===== config.mk =====
export PLATFORM = sky130hd
export DESIGN_NAME = decode_stream_ctrl
export DESIGN_NICKNAME = d
export VERILOG_FILES = /design/src/rtl/decode_pkg.sv /design/src/rtl/DECODER.sv /design/src/rtl/decode_fifo.sv /design/src/rtl/decode_stream_ctrl.sv
export SDC_FILE = /design/constraint.sdc
export NUM_CORES = 1
export LEC_CHECK = 0
export CELL_PAD_IN_SITES_DETAIL_PLACEMENT = 0
export CELL_PAD_IN_SITES_GLOBAL_PLACEMENT = 1
export CORE_MARGIN = 2
export CORE_UTILIZATION = 35
export CTS_BUF_LIST = sky130_fd_sc_hd__clkbuf_8
export DETAILED_ROUTE_END_ITERATION = 6
export PLACE_DENSITY = 0.7
export SETUP_SLACK_MARGIN = 0.1
export SLEW_MARGIN = 20
export SYNTH_ARGS = -nofsm -noshare
export SYNTH_HDL_FRONTEND = slang
export SYNTH_SLANG_ARGS = --single-unit

===== constraint.sdc =====
create_clock -name CLK -period 2.39 [get_ports CLK]
set_input_delay 0.239 -clock CLK [delete_from_list [all_inputs] [get_ports CLK]]
set_output_delay 0.239 -clock CLK [all_outputs]
set_load 0.005 [all_outputs]

===== src/rtl/decode_pkg.sv =====
// rtl/decode_pkg.sv - shared cipher alphabet, legality check and sequencer state encoding
package decode_pkg;

  typedef enum logic [7:0] {
    CH_I = 8'h49, CH_A = 8'h41, CH_H = 8'h48, CH_U = 8'h55,
    CH_O = 8'h4F, CH_T = 8'h54, CH_D = 8'h44, CH_N = 8'h4E,
    CH_S = 8'h53, CH_L = 8'h4C, CH_R = 8'h52, CH_E = 8'h45
  } ALPHA_T;

  typedef enum logic [1:0] {IDLE, RUN, DRAIN} DSC_STATE_T;

  localparam logic [7:0] ILLEGAL_SUB = 8'h3F;

  function automatic logic IS_CIPHER(input logic [7:0] c);
    case (c)
      8'h49, 8'h41, 8'h48, 8'h55, 8'h4F, 8'h54,
      8'h44, 8'h4E, 8'h53, 8'h4C, 8'h52, 8'h45: return 1'b1;
      default: return 1'b0;
    endcase
  endfunction

endpackage


===== src/rtl/DECODER.sv =====
// rtl/DECODER.sv - combinational cipher-to-plain letter substitution
module DECODER
  import decode_pkg::*;
(
  input  ALPHA_T CIPHER,
  output ALPHA_T PLAIN
);

  // Cipher letters ranked by frequency map onto the English ranking E,T,A,O,I,N,S,H,R,D,L,U.
  always_comb begin
    PLAIN = CIPHER;
    case (CIPHER)
      CH_I: PLAIN = CH_E;
      CH_A: PLAIN = CH_T;
      CH_H: PLAIN = CH_A;
      CH_U: PLAIN = CH_O;
      CH_O: PLAIN = CH_I;
      CH_T: PLAIN = CH_N;
      CH_D: PLAIN = CH_S;
      CH_N: PLAIN = CH_H;
      CH_S: PLAIN = CH_R;
      CH_L: PLAIN = CH_D;
      CH_R: PLAIN = CH_L;
      CH_E: PLAIN = CH_U;
      default: PLAIN = CIPHER;
    endcase
  end

endmodule


===== src/rtl/decode_fifo.sv =====
// rtl/decode_fifo.sv - synchronous FIFO with wrap-bit pointers for full/empty detection
module decode_fifo #(
  parameter int DEPTH = 4,
  parameter int W     = 9
) (
  input  logic         clk,
  input  logic         rst,
  input  logic         push,
  input  logic [W-1:0] wdata,
  input  logic         pop,
  output logic [W-1:0] rdata,
  output logic         full,
  output logic         empty
);

  localparam int AW = $clog2(DEPTH);

  logic [W-1:0] mem_q [DEPTH];
  logic [W-1:0] mem_d [DEPTH];
  logic [AW:0]  wr_ptr_q, wr_ptr_d;
  logic [AW:0]  rd_ptr_q, rd_ptr_d;

  assign empty = (wr_ptr_q == rd_ptr_q);
  assign full  = (wr_ptr_q[AW] != rd_ptr_q[AW]) && (wr_ptr_q[AW-1:0] == rd_ptr_q[AW-1:0]);
  assign rdata = mem_q[rd_ptr_q[AW-1:0]];

  always_comb begin
    mem_d    = mem_q;
    wr_ptr_d = wr_ptr_q;
    rd_ptr_d = rd_ptr_q;
    if (push && !full) begin
      mem_d[wr_ptr_q[AW-1:0]] = wdata;
      wr_ptr_d = wr_ptr_q + {{AW{1'b0}}, 1'b1};
    end
    if (pop && !empty) begin
      rd_ptr_d = rd_ptr_q + {{AW{1'b0}}, 1'b1};
    end
  end

  always_ff @(posedge clk) begin
    if (rst) begin
      wr_ptr_q <= '0;
      rd_ptr_q <= '0;
      for (int i = 0; i < DEPTH; i++) mem_q[i] <= '0;
    end else begin
      wr_ptr_q <= wr_ptr_d;
      rd_ptr_q <= rd_ptr_d;
      mem_q    <= mem_d;
    end
  end

endmodule


===== src/rtl/decode_stream_ctrl.sv =====
// rtl/decode_stream_ctrl.sv - message sequencer around DECODER; DECODE_STREAM_PASSTHRU_EN forwards illegal bytes unchanged
module decode_stream_ctrl
  import decode_pkg::*;
#(
  parameter int DEPTH = 4,
  parameter int LEN_W = 8
) (
  input  logic             CLK,
  input  logic             RST,
  input  logic [7:0]       IN_CHAR,
  input  logic             IN_VALID,
  input  logic             IN_LAST,
  output logic             IN_READY,
  output logic [7:0]       OUT_CHAR,
  output logic             OUT_VALID,
  output logic             OUT_LAST,
  input  logic             OUT_READY,
  output logic             MSG_DONE,
  output logic [LEN_W-1:0] MSG_LEN,
  output logic [LEN_W-1:0] MSG_CNT,
  output logic [LEN_W-1:0] ILLEGAL_CNT,
  output logic             BUSY
);

  DSC_STATE_T       state_q, state_d;
  logic [LEN_W-1:0] beat_cnt_q, beat_cnt_d;
  logic [LEN_W-1:0] msg_len_q, msg_len_d;
  logic [LEN_W-1:0] msg_cnt_q, msg_cnt_d;
  logic [LEN_W-1:0] illegal_cnt_q, illegal_cnt_d;
  logic             msg_done_q, msg_done_d;

  logic       fifo_full, fifo_empty;
  logic [8:0] fifo_rdata;
  ALPHA_T     plain;
  logic       legal;
  logic [7:0] push_char;
  logic       accept, out_hs, last_hs;

  function automatic logic [LEN_W-1:0] sat_inc(input logic [LEN_W-1:0] v);
    return (&v) ? v : v + {{(LEN_W-1){1'b0}}, 1'b1};
  endfunction

  assign legal = IS_CIPHER(IN_CHAR);

  DECODER u_decoder (
    .CIPHER (ALPHA_T'(IN_CHAR)),
    .PLAIN  (plain)
  );

  always_comb begin
    push_char = plain;
    if (!legal) begin
`ifdef DECODE_STREAM_PASSTHRU_EN
      push_char = IN_CHAR;
`else
      push_char = ILLEGAL_SUB;
`endif
    end
  end

  // Readiness depends only on registered state, never on OUT_READY.
  assign IN_READY  = !RST && !fifo_full && (state_q != DRAIN);
  assign accept    = IN_VALID && IN_READY;
  assign OUT_VALID = !fifo_empty;
  assign OUT_CHAR  = fifo_empty ? 8'h00 : fifo_rdata[7:0];
  assign OUT_LAST  = !fifo_empty && fifo_rdata[8];
  assign out_hs    = OUT_VALID && OUT_READY;
  assign last_hs   = out_hs && OUT_LAST;

  decode_fifo #(
    .DEPTH (DEPTH),
    .W     (9)
  ) u_fifo (
    .clk   (CLK),
    .rst   (RST),
    .push  (accept),
    .wdata ({IN_LAST, push_char}),
    .pop   (OUT_READY),
    .rdata (fifo_rdata),
    .full  (fifo_full),
    .empty (fifo_empty)
  );

  always_comb begin
    state_d       = state_q;
    beat_cnt_d    = beat_cnt_q;
    msg_len_d     = msg_len_q;
    msg_cnt_d     = msg_cnt_q;
    illegal_cnt_d = illegal_cnt_q;
    msg_done_d    = 1'b0;
    case (state_q)
      IDLE:    if (accept) state_d = IN_LAST ? DRAIN : RUN;
      RUN:     if (accept && IN_LAST) state_d = DRAIN;
      DRAIN:   if (last_hs) state_d = IDLE;
      default: state_d = IDLE;
    endcase
    if (accept) beat_cnt_d = sat_inc(beat_cnt_q);
    if (accept && !legal) illegal_cnt_d = sat_inc(illegal_cnt_q);
    // No beat can be accepted while draining, so beat_cnt_q is final here.
    if (last_hs) begin
      msg_len_d  = beat_cnt_q;
      msg_cnt_d  = sat_inc(msg_cnt_q);
      msg_done_d = 1'b1;
      beat_cnt_d = '0;
    end
  end

  always_ff @(posedge CLK) begin
    if (RST) begin
      state_q       <= IDLE;
      beat_cnt_q    <= '0;
      msg_len_q     <= '0;
      msg_cnt_q     <= '0;
      illegal_cnt_q <= '0;
      msg_done_q    <= 1'b0;
    end else begin
      state_q       <= state_d;
      beat_cnt_q    <= beat_cnt_d;
      msg_len_q     <= msg_len_d;
      msg_cnt_q     <= msg_cnt_d;
      illegal_cnt_q <= illegal_cnt_d;
      msg_done_q    <= msg_done_d;
    end
  end

  assign MSG_DONE    = msg_done_q;
  assign MSG_LEN     = msg_len_q;
  assign MSG_CNT     = msg_cnt_q;
  assign ILLEGAL_CNT = illegal_cnt_q;
  assign BUSY        = (state_q != IDLE);

endmodule


==> results by group <==
STA
  – Unrepaired setup endpoints after global routing: yes
  – Post-route worst setup slack: 161 ps
  – Fin crit period: between 2000 and 2500 ps
  – Total Neg Setup Slack: 0 ps
  – Final number of hold-violating endpoints: 0
  – Normalized max-slew margin: a little over two fifths
  – Fmax achieved: 449 MHz
  – Final setup violation count: 0
  – Post-route clock period utilization: a little over 90%
  – Max Clock Skew: 11.1 ps
  – Count of final max-slew check failures: 0
  – Transition time of the tightest slew-check pin: around 850 ps

CTS
  – CTS Buf Count: 9
  – Number of levels in the clock H-tree: 3
  – Clk_lat worst skew: ~350 ps
  – CTS tree: yes
  – CTS clock-pin slew for the worst setup and hold paths: ~80 ps
  – Post-cts hold buffer count: 0
  – CTS Sinks: between 70 and 80
  – Clk buf depth: 2
  – Cell at the root of the clock tree: sky130_fd_sc_hd__clkbuf_8

Route
  – Vias/cell: about 5.1
  – Total wire length after detailed routing: approximately 8.6 mm
  – Final antenna-violating net count: 0
  – DR DRC count: 0
  – Via Count: between 3k and 4k
  – Iteration count of the initial detailed-routing pass: 4
  – Number of DRC violations after detailed-routing iteration 0: 102
  – Average wire length per cell after detail routing: ~14 um

Critical path
  – Arrival time of the worst setup path: between 1500 and 2000 ps
  – Length in cells of the worst reg-to-reg path: 5
  – Reg2reg start: u_fifo.wr_ptr_q[1]$_SDFFE_PP0P_
  – Reg-to-reg slack, setup: 350 ps
  – Endpoint type of the worst setup path: output pin
  – Category of the most critical setup path: reg -> out
  – Worst Path Required: approximately 2200 ps
  – Endpoint of the lowest-slack register-to-register path: ILLEGAL_CNT[6]$_SDFFE_PP0P_
  – Startpoint kind of the worst setup timing path: flip-flop
  – Critical Path Fanout Max: 8

Die
  – Placeable core region: between 10000 and 15000 sq um
  – Starting density of the core: roughly 36%
  – Die width: between 100 and 150 um
  – Io pins: 50
  – Site row count: 37
  – Chip height: ~110 um
  – Die Area: 11600 sq um

Place
  – Number of port buffers: 49
  – Placed cell count: 574
  – HPWL Detailed: around 5.7 mm
  – Routability congestion estimate from global placement: 0.730
  – Placement-stage worst setup slack: ~150 ps

Status
  – Status: finished, final reports clean

Worst hold path
  – Cells on Worst Hold Path: 4
  – Startpoint of the lowest-slack hold path: RST
  – Hold Path End: ILLEGAL_CNT[5]$_SDFFE_PP0P_
  – Worst min path class: in -> reg

Global routing
  – Wire length of the first global-routing pass: ~14 mm
  – Vias in the first global route: 2950
  – Remaining global-route overflow: 0
  – Maximum number of pins on one net before global-route repair: 61
  – Number of antenna violations at the first check in global routing: 0
  – Total global-route track usage: between 15 and 20%

Logic synthesis
  – Gate Count Post-Synth: 399
  – Post-synthesis instance area: around 3800 sq um
  – EDFF count, synth: 0
  – Post-synthesis sequential area ratio: 40.9%
  – YS warnings: 0
  – Synth Area per Inst: ~9.5 sq um
  – Synthesized flop and latch total: 77
  – Share of flip-flops with an asynchronous set or reset: 0%
  – Yosys cell types: 56
  – Post-Synthesis Net Count: between 400 and 500
  – Prevailing post-synth register cell: sky130_fd_sc_hd__dfxtp_1

Flow run
  – Number of maximum-capacitance violations: 0

Power and ir drop
  – Pwr per Cell Area: around 600 nW/um^2
  – Reported leakage power: approximately 0.0018 uW
  – Fraction of power consumed by combinational cells: 15.0%
  – Total power draw: ~2900 uW
  – Total internal power: between 2000 and 2500 uW
  – Maximum vdd ir drop: roughly 380 uV
  – Sequential share of power: between 40% and 50%
  – Switching share of power: between 20 and 30%
  – Net switching power of the design: roughly 720 uW
  – Clock Power Share: about two fifths

Final layout
  – Post-layout utilization of the core: 45.7%
  – Final non-filler cell total: ~600
  – Layout Area Growth over Synthesis: 26.2%
  – Share of cells above drive strength 1: 16.5%
  – NumNets Final: between 400 and 500
  – Number of antenna repair diodes: 0
## cell type report
type | count | area [sq um]
inverters | 6 | 22.5
multi-input cells | 285 | 2080
clock buffers | 10 | 138
repair buffers | 76 | 711
well taps | 136 | 170
clock inverters | 6 | 86.3
fillers | 1022 | 5660
flip-flops and latches | 77 | 1550
## sequential cells by signal, summed over array words and instances, names as in the netlist
name and flops:
u_fifo.wr_ptr_q 3, u_fifo.rd_ptr_q 3, u_fifo.mem_q 36, MSG_LEN 8
MSG_DONE 1, beat_cnt_q 8, state_q 2, MSG_CNT 8
ILLEGAL_CNT 8
## per-layer routing
metal	GRT usage, %	wire (um)	up-vias
met3	4.78	319	7
met1	19.2	4110	1456
met5	0	0	-
li1	-	-	1544
met4	3.39	78	0
met2	25.4	4060	50
## power by group through the flow
stage	sequential, uW	clock (uW)	combinational, uW
after detailed placement	1370	0	369
final	1350	1100	432
after CTS	1350	1130	398
after floorplan	1360	0	243
after global routing	1350	1190	475
after global placement	1370	0	366
## synthesized netlist by cell type, types with 2 or more instances
| master | n | area share (%) |
|---|---|---|
| sky130_fd_sc_hd__nor3_1 | 8 | 1.1 |
| sky130_fd_sc_hd__nor4_1 | 3 | 0.50 |
| sky130_fd_sc_hd__mux2i_1 | 32 | 8.5 |
| sky130_fd_sc_hd__inv_1 | 6 | 0.60 |
| sky130_fd_sc_hd__buf_2 | 9 | 1.2 |
| sky130_fd_sc_hd__and2_1 | 11 | 1.8 |
| sky130_fd_sc_hd__a211oi_1 | 6 | 1.2 |
| sky130_fd_sc_hd__a211oi_2 | 2 | 0.66 |
| sky130_fd_sc_hd__clkbuf_1 | 16 | 1.6 |
| sky130_fd_sc_hd__a311oi_1 | 2 | 0.46 |
| sky130_fd_sc_hd__nor3b_1 | 7 | 1.4 |
| sky130_fd_sc_hd__nand3b_1 | 3 | 0.60 |
| sky130_fd_sc_hd__nor2_1 | 58 | 5.8 |
| sky130_fd_sc_hd__o21a_1 | 2 | 0.40 |
| sky130_fd_sc_hd__o311a_1 | 2 | 0.53 |
| sky130_fd_sc_hd__nand2_1 | 19 | 1.9 |
| sky130_fd_sc_hd__o41ai_1 | 2 | 0.46 |
| sky130_fd_sc_hd__o311ai_0 | 3 | 0.70 |
| sky130_fd_sc_hd__o21ai_0 | 15 | 2.0 |
| sky130_fd_sc_hd__buf_6 | 6 | 1.8 |
| sky130_fd_sc_hd__or3b_2 | 2 | 0.46 |
| sky130_fd_sc_hd__and4_1 | 2 | 0.46 |
| sky130_fd_sc_hd__or3_1 | 3 | 0.50 |
| sky130_fd_sc_hd__nand2b_1 | 4 | 0.66 |
| sky130_fd_sc_hd__mux4_2 | 9 | 5.4 |
| sky130_fd_sc_hd__a31oi_1 | 3 | 0.50 |
| sky130_fd_sc_hd__ha_1 | 8 | 2.7 |
| sky130_fd_sc_hd__dfxtp_1 | 77 | 41 |
| sky130_fd_sc_hd__a21oi_1 | 17 | 2.3 |
| sky130_fd_sc_hd__nand3_1 | 12 | 1.6 |
| sky130_fd_sc_hd__or4_1 | 2 | 0.40 |
| sky130_fd_sc_hd__and3_1 | 4 | 0.66 |
| sky130_fd_sc_hd__xor2_1 | 8 | 1.9 |
| sky130_fd_sc_hd__nand4_1 | 5 | 0.83 |
| sky130_fd_sc_hd__xnor2_1 | 10 | 2.3 |
## timing repair
action,in CTS,in global routing
endpoints found under the setup margin,11,10
buffers inserted,1,4
resized for setup,10,7
hold endpoints to repair,0,0
gates cloned,0,1
## stage by stage
stage	hold slack, ps	area, sq um
after floorplan	334	3770
after global placement	462	4420
after detailed placement	468	4420
after CTS	371	4700
after global routing	380	4760
final	382	4760
## cell families (layout without fill, tap and decap cells)
logic type / Yosys count / in the layout / synth area share, %
and+or+nand+nor: 152 / 153 / 21.1
buffers and inverters: 38 / 98 / 5.57
DFF: 77 / 77 / 40.9
adders and majority gates: 8 / 8 / 2.65
AOI/OAI and AO/OA: 65 / 65 / 11.8
muxes: 41 / 41 / 13.9
xor gates and xnor gates: 18 / 18 / 4.18
## critical path, cell delays in order, from the launching register on
cell and delay, ps:
sky130_fd_sc_hd__dfxtp_2 390, sky130_fd_sc_hd__xor2_2 310, sky130_fd_sc_hd__o311a_4 270, sky130_fd_sc_hd__buf_4 160, sky130_fd_sc_hd__clkdlybuf4s50_1 510
## worst max path at each step
| stage | startpoint | to | cells after the start | slack (ps) |
|---|---|---|---|---|
| final | u_fifo.wr_ptr_q[1]$_SDFFE_PP0P_ | IN_READY | 4 | 160 |
| after floorplan | u_fifo.rd_ptr_q[0]$_SDFFE_PP0P_ | MSG_LEN[0]$_SDFFE_PP0P_ | 7 | 530 |
| after CTS | u_fifo.rd_ptr_q[0]$_SDFFE_PP0P_ | OUT_CHAR[4] | 4 | 100 |
| after detailed placement | IN_CHAR[6] | u_fifo.mem_q[27]$_SDFFE_PP0P_ | 4 | 150 |
| after global routing | u_fifo.rd_ptr_q[2]$_SDFFE_PP0P_ | OUT_CHAR[2] | 4 | 60 |
| after global placement | IN_CHAR[0] | ILLEGAL_CNT[2]$_SDFFE_PP0P_ | 7 | 180 |
## layout by cell type (no fill, tap or decap), types with 3 or more instances in the layout
cell type / instances
sky130_fd_sc_hd__nand2_1: 19
sky130_fd_sc_hd__nor3b_1: 7
sky130_fd_sc_hd__nor2_1: 58
sky130_fd_sc_hd__o21ai_0: 15
sky130_fd_sc_hd__a21oi_1: 17
sky130_fd_sc_hd__nand4_1: 5
sky130_fd_sc_hd__nor3_1: 8
sky130_fd_sc_hd__nand3b_1: 3
sky130_fd_sc_hd__a31oi_1: 3
sky130_fd_sc_hd__dfxtp_2: 3
sky130_fd_sc_hd__buf_4: 26
sky130_fd_sc_hd__xor2_1: 5
sky130_fd_sc_hd__ha_1: 8
sky130_fd_sc_hd__xor2_2: 3
sky130_fd_sc_hd__mux2i_1: 32
sky130_fd_sc_hd__mux4_2: 9
sky130_fd_sc_hd__and2_1: 11
sky130_fd_sc_hd__a211oi_1: 6
sky130_fd_sc_hd__nand2b_1: 4
sky130_fd_sc_hd__inv_1: 6
sky130_fd_sc_hd__o311ai_0: 3
sky130_fd_sc_hd__and3_1: 4
sky130_fd_sc_hd__xnor2_1: 10
sky130_fd_sc_hd__dlymetal6s2s_1: 4
sky130_fd_sc_hd__nor4_1: 3
sky130_fd_sc_hd__dfxtp_1: 73
sky130_fd_sc_hd__nand3_1: 12
sky130_fd_sc_hd__clkdlybuf4s50_1: 44
sky130_fd_sc_hd__clkbuf_8: 10
No activity file was read; power rests on OpenSTA's default activity.
